## src/rtl/asy_dual_port.sv

```systemverilog
// Simple dual-port register-file RAM: one write port and one registered read port
// on a single clock, with synchronous whole-array clear and illegal-address flags.
module asy_dual_port #(
   parameter int WIDTH      = 16,
   parameter int DEPTH      = 8,
   parameter int ADDR_WIDTH = 4
) (
   input  logic                  clk,
   input  logic                  clr,
   input  logic                  write,
   input  logic                  read,
   input  logic [WIDTH-1:0]      data_in,
   input  logic [ADDR_WIDTH-1:0] wr_addr,
   input  logic [ADDR_WIDTH-1:0] rd_addr,
   output logic [WIDTH-1:0]      data_out,
   output logic                  rd_valid,
   output logic                  wr_err,
   output logic                  rd_err
);

   localparam int IDX_W = (DEPTH > 1) ? $clog2(DEPTH) : 1;
   // DEPTH <= 2**ADDR_WIDTH, so one extra bit always holds it exactly.
   localparam logic [ADDR_WIDTH:0] DEPTH_LIM = (ADDR_WIDTH+1)'(DEPTH);

   logic [WIDTH-1:0] mem [DEPTH];
   logic             wr_legal;
   logic             rd_legal;
   logic             wr_en;
   logic             rd_en;
   logic             fwd;
   logic [IDX_W-1:0] wr_idx;
   logic [IDX_W-1:0] rd_idx;

   // Illegal addresses are flagged, never aliased onto a legal word.
   assign wr_legal = ({1'b0, wr_addr} < DEPTH_LIM);
   assign rd_legal = ({1'b0, rd_addr} < DEPTH_LIM);
   assign wr_en    = write & wr_legal;
   assign rd_en    = read & rd_legal;
   assign wr_idx   = wr_addr[IDX_W-1:0];
   assign rd_idx   = rd_addr[IDX_W-1:0];
   // Same-address read during a write returns the incoming data (write-first).
   assign fwd      = wr_en && (wr_addr == rd_addr);

   // Storage, registered read data and one-cycle status pulses; clr wins over both ports.
   always_ff @(posedge clk) begin
      if (clr) begin
         for (int i = 0; i < DEPTH; i++) begin
            mem[i] <= '0;
         end
         data_out <= '0;
         rd_valid <= 1'b0;
         wr_err   <= 1'b0;
         rd_err   <= 1'b0;
      end else begin
         if (wr_en) begin
            mem[wr_idx] <= data_in;
         end
         wr_err   <= write & ~wr_legal;
         rd_valid <= rd_en;
         rd_err   <= read & ~rd_legal;
         if (rd_en) begin
            data_out <= fwd ? data_in : mem[rd_idx];
         end else if (read) begin
            data_out <= '0;
         end
      end
   end

endmodule

```

## config.mk

```make
export PLATFORM = sky130hd
export DESIGN_NAME = asy_dual_port
export DESIGN_NICKNAME = d
export VERILOG_FILES = /design/src/rtl/asy_dual_port.sv
export SDC_FILE = /design/constraint.sdc
export NUM_CORES = 1
export LEC_CHECK = 0
export ABC_AREA = 1
export BUFFER_PORTS_ARGS = -buffer_cell sky130_fd_sc_hd__buf_2
export CAP_MARGIN = 20
export CORE_UTILIZATION = 50
export DETAILED_ROUTE_END_ITERATION = 16
export PLACE_DENSITY = 0.7
export SETUP_SLACK_MARGIN = 0.3
export SLEW_MARGIN = 10
export SYNTH_ARGS = -nofsm -noshare
export SYNTH_HDL_FRONTEND = slang
export SYNTH_SLANG_ARGS = --single-unit
```

## constraint.sdc

```tcl
create_clock -name clk -period 2 [get_ports clk]
set_input_delay 0.4 -clock clk [delete_from_list [all_inputs] [get_ports clk]]
set_output_delay 0.4 -clock clk [all_outputs]
set_load 0.01 [all_outputs]
```

==> results_dict.tcl, run 1 <==
set metrics [dict create \
    cp-start-kind "input port" \
    finalPower_mw 7.72 \
    fin_nets 796 \
    wl_met1_mm 6.91 \
    cts_hold_repair.buffers 0 \
    drive_gt1_share_pct 19.2 \
    worstPathRequired_ns 2.36 \
    syn-cell-area_mm2 0.00676 \
    yosysTopAreaCell "edfxtp_1" \
    area_growth_pct 17.1 \
    ios 47 \
    dp_cells 925 \
    diodes 0 \
    synth_cell_types 23 \
    crit_start "read" \
    die_y_um 118 \
    syn_nets 746 \
    grt_max_degree 43 \
    status "finished, final reports clean" \
    detail-route-antenna-nets 0 \
    grt_pass1_wl_mm 25.5 \
    yosysMostFrequentCell "nand2_1" \
    holdCritPathClass "in2reg" \
    firstDrtPassIters 5 \
    powerDensity_mw_per_mm2 975 \
    ir_worst_vdd_v 0.000602 \
    setup_viol 0 \
    postSynthAreaPerCell_um2 9.42 \
    coreArea_mm2 0.0132 \
    fin_hold_ws_ns 0.167 \
    yosysSeqAreaShare_pct 62.5 \
    dieArea_mm2 0.0140 \
    avgViaCountPerCell 5.33 \
    finish.utilization_pct 60.0 \
    yosysWarningCount 0 \
    postCtsSetupBuffers 0 \
    synthCells 718 \
    critPathKind "in2reg" \
    maxSlewHeadroom_pct 38.8 \
    netlist.area_leader.share_pct 56.9 \
    hpwlAfterDp_mm 10.3 \
    crit_fanout 19 \
    synth_area_leaders "edfxtp_1 57%, nand2_1 11%, nand3_1 8.9%, nor2_1 7.4%, dfxtp_1 5.6%" \
    synth_top_flop_cell "edfxtp_1" \
    synthArstFlopShare_pct 0 \
    initial_core_util_pct 51.3 \
    met2_length_mm 7.40 \
    grtUsageTotal_pct 24.3 \
    place.gp.congestion 0.914 \
    wl_met3_mm 1.24 \
    cts_tree "yes" \
    synthTopCellsByCount "193 x nand2_1, 133 x nor2_1, 128 x edfxtp_1, 120 x nand3_1, 24 x buf_2" \
    ys_seq_elements 147 \
    fin_crit_sh_pct 67.6 \
    worstHoldStart "rd_addr[3]" \
    cts.clk_slew.worst_paths_ns 0.06 \
    drtIter0Drc 475 \
    highest_layer "met4" \
    cts-root-buf "clkbuf_16" \
    drc_errors 0 \
    clk_path_buf_depth 2 \
    max_cap_violations 0 \
    hold_depth 2 \
    htree_levels 4 \
    max_slew.worst_pin.slew_ns 0.915 \
    synth_edf_count 128 \
    die_w_um 118 \
    hold_violations 0 \
    fin_worst_skew_ns 0.00951 \
    end_kind "flip-flop" \
    first_global_vias 4825 \
    globalRouteOverflowTotal 0 \
    fmax_ghz 0.740 \
    setup-tns-final_ns 0 \
    num_rows 42 \
    portBuffers 46 \
    instances_no_fill 957 \
    ff2ff_path_depth 6 \
    wirelength_mm 15.8 \
    post-route-min-period_ns 1.35 \
    cts_sinks 147 \
    clock_latency_ns 0.43 \
    r2r_start "mem[3][8]$_SDFFCE_PN0P_" \
    ctsResizeCount 0 \
    slew_viol_final 0 \
    antenna_found_initial 0 \
    vias 5103 \
    numCtsBuffers 17 \
    p_leak_nw 3.28 \
    wl_per_cell_um 16.5 \
    fillers 1101 \
    cp_data_arrival_time_ns 1.71 \
    rsz0062_at_grt "no" \
]
worst max-delay path, cell delays in order:
cell and delay, ns:
buf_2 0.08, inv_2 0.11, nor2_1 0.73, nand2_1 0.14
inv_1 0.08, nand2_1 0.06, a21oi_2 0.10
sequential cells by signal, indices dropped and copies added, names as in the netlist:
signal and count:
mem 128, data_out 16, rd_err 1, rd_valid 1, wr_err 1
worst paths after layout:
kind / endpoint / slack [ns]
hold / removal: rd_valid$_SDFF_PP0_ / 0.17
setup reg to reg: data_out[8]$_SDFFE_PP0P_ / 0.89
hold reg to reg: data_out[6]$_SDFFE_PP0P_ / 0.47
setup / recovery: data_out[10]$_SDFFE_PP0P_ / 0.65
through the flow:
step / worst slack, ns / area [um2]
after floorplan: 0.283 / 6820
after global placement: 0.270 / 7250
after detailed placement: 0.216 / 7250
after CTS: 0.659 / 7910
after global routing: 0.365 / 7910
final: 0.648 / 7910
metal layers:
metal | global-route usage, % | up-vias
li1 | - | 2474
met1 | 33.2 | 2409
met2 | 37.6 | 198
met3 | 4.97 | 22
met4 | 11.1 | 0
met5 | 0 | -
kinds of logic after synthesis:
group / share of synthesized area, %
buf+inv: 5.42
flops: 62.5
compound gates: 1.74
simple gates: 30.4
layout by cell type, fill, tap and decap left out, drive strengths merged:
| cell type | n |
|---|---|
| nor2 | 137 |
| nand3 | 130 |
| dfxtp | 19 |
| clkbuf | 17 |
| a21oi | 16 |
| bufinv | 6 |
| clkinvlp | 5 |
| clkinv | 21 |
| nand2 | 204 |
| nor3 | 2 |
| buf | 70 |
| inv | 26 |
| edfxtp | 128 |
cell type report:
cell class	instances	area [um2]	area share, %
clock buffers	17	425	5.38
flip-flops and latches	147	4220	53.4
clock inverters	15	238	3.00
inverters	43	166	2.10
multi-input cells	489	2230	28.2
well taps	176	220	2.78
repair buffers	70	410	5.19
where the power goes:
group	leakage (nW)	internal, mW	switching [mW]
Combinational	1.60	0.186	0.437
Clock	0.311	2.32	1.23
Sequential	1.38	3.50	0.0475
Note: power is estimated with default switching activity, not from simulation.
==> run 2: changes to the inputs <==
==> constraint.sdc (replaced) <==
create_clock -name clk -period 1.3 [get_ports clk]
set_input_delay 0.26 -clock clk [delete_from_list [all_inputs] [get_ports clk]]
set_output_delay 0.26 -clock clk [all_outputs]
set_load 0.01 [all_outputs]
==> results_dict.tcl, run 2 (synthesized netlist as in run 1, its figures left out) <==
set metrics [dict create \
    layout_commonest_cell "nand2_1" \
    post-route-min-period_ns 1.12 \
    slowest_delay_ns 0.31 \
    cp_data_arrival_time_ns 0.86 \
    cp-start-kind "flip-flop" \
    globalRouteOverflowTotal 0 \
    grtUsageTotal_pct 25.8 \
    grt_max_degree 33 \
    coreArea_mm2 0.0132 \
    holdCritPathClass "in2reg" \
    hpwlAfterDp_mm 11.3 \
    setup-tns-final_ns 0 \
    clk_path_buf_depth 2 \
    firstDrtPassIters 5 \
    critical-path-top-delay-family "flip-flops" \
    cts_tree "yes" \
    largest-register "mem" \
    fin_worst_skew_ns 0.00668 \
    dp_cells 951 \
    maxSlewHeadroom_pct 63.4 \
    antenna_found_initial 0 \
    area_growth_pct 37.9 \
    fin_crit_sh_pct 86.1 \
    grt_pass1_wl_mm 27.2 \
    p_leak_nw 3.85 \
    fin_nets 843 \
    drc_errors 0 \
    wirelength_mm 18.6 \
    cts_sinks 147 \
    hold_violations 0 \
    end_kind "primary output" \
    portBuffers 46 \
    initial_core_util_pct 51.3 \
    die_y_um 118 \
    cts.clk_slew.worst_paths_ns 0.06 \
    drive_gt1_share_pct 39.4 \
    powerDensity_mw_per_mm2 1280 \
    largest_reg_flops 128 \
    status "finished, final reports clean" \
    fmax_ghz 0.894 \
    max_slew.worst_pin.slew_ns 0.549 \
    dieArea_mm2 0.0140 \
    wl_per_cell_um 18.5 \
    die_w_um 118 \
    cts-root-buf "clkbuf_16" \
    slew_viol_final 0 \
    max_cap_violations 0 \
    most-common-layout-cells "161 x nand2_1, 128 x edfxtp_1, 112 x nor2_1" \
    largestRegisters "mem (128), data_out (16)" \
    detail-route-antenna-nets 0 \
    drtIter0Drc 572 \
    ir_worst_vdd_v 0.00101 \
    rsz0062_at_grt "yes" \
    avgViaCountPerCell 5.52 \
    crit_fanout 1 \
    setup_viol 0 \
    numCtsBuffers 17 \
    fin_hold_ws_ns 0.103 \
    htree_levels 4 \
    vias 5544 \
    first_global_vias 5228 \
    num_rows 42 \
    fillers 899 \
    ios 47 \
    clock_latency_ns 0.43 \
    critPathKind "reg2out" \
    crit_chain "buf_2" \
    cp_slowest_cell "dfxtp_2" \
    instances_no_fill 1004 \
    cp.buffers_inverters 1 \
    diodes 0 \
    worstPathRequired_ns 1.04 \
    place.gp.congestion 0.857 \
]
run 2: cell count changes in the layout (fill, tap and decap cells not counted), sizes merged:
cell      change
buf          +42
bufinv        -2
clkbuf        +4
clkinv        +5
clkinvlp      -4
nand2         +2
run 2: area by class of cell:
cell class	count	area, um2	area share [%]
Multi-Input combinational cell	491	2940	31.5
Clock buffer	18	429	4.60
Inverter	43	195	2.09
Timing Repair Buffer	115	1130	12.1
Clock inverter	14	168	1.80
Sequential cell	147	4250	45.5
Tap cell	176	220	2.36
run 2: worst register-to-register path: cells and delay by family (launching register included):
kind / cells / cell delay [ns]
and+or+nand+nor: 5 / 0.53
DFF: 1 / 0.36
AOI/OAI and AO/OA: 1 / 0.04
run 2: power breakdown:
part           switching, mW  total [mW]  internal, mW
combinational          0.888        1.43         0.538
sequential            0.0836        5.47          5.39
clock                   1.86        5.02          3.16
total                   2.83        11.9          9.09
run 2: stage by stage:
stage                     area (um2)  setup WS, ns  power (mW)  util, %
after floorplan                 7060       -0.0705        6.24        -
after global placement          7680        -0.156        6.61     58.3
after detailed placement        7680        -0.203        6.64     58.3
after CTS                       8680         0.170        11.7     65.8
after global routing            9330         0.155        12.2     70.7
final                           9330         0.181        11.9     70.7
run 2: path summary, 6_finish.rpt:
kind	from	end	slack (ns)	depth (start not counted)
setup / recovery	rd_valid$_SDFF_PP0_	rd_valid	0.18	1
hold / removal	rd_addr[3]	rd_valid$_SDFF_PP0_	0.10	3
setup reg to reg	mem[7][0]$_SDFFCE_PN0P_	data_out[0]$_SDFFE_PP0P_	0.25	6
hold reg to reg	data_out[6]$_SDFFE_PP0P_	data_out[6]$_SDFFE_PP0P_	0.47	2
run 2: repair_timing:
action	CTS	global route
gates cloned	1	5
setup buffers	8	7
endpoints found under the setup margin	43	215
hold buffers	0	0
resized for setup	73	124
pin swaps	23	69
run 2: routing by layer:
layer / routed length, um / global-route usage [%] / up-vias
li1: - / - / 2569
met4: 448 / 10.5 / 0
met1: 7490 / 35.4 / 2632
met5: 0 / 0 / -
met3: 1440 / 5.31 / 48
met2: 9240 / 40.0 / 295
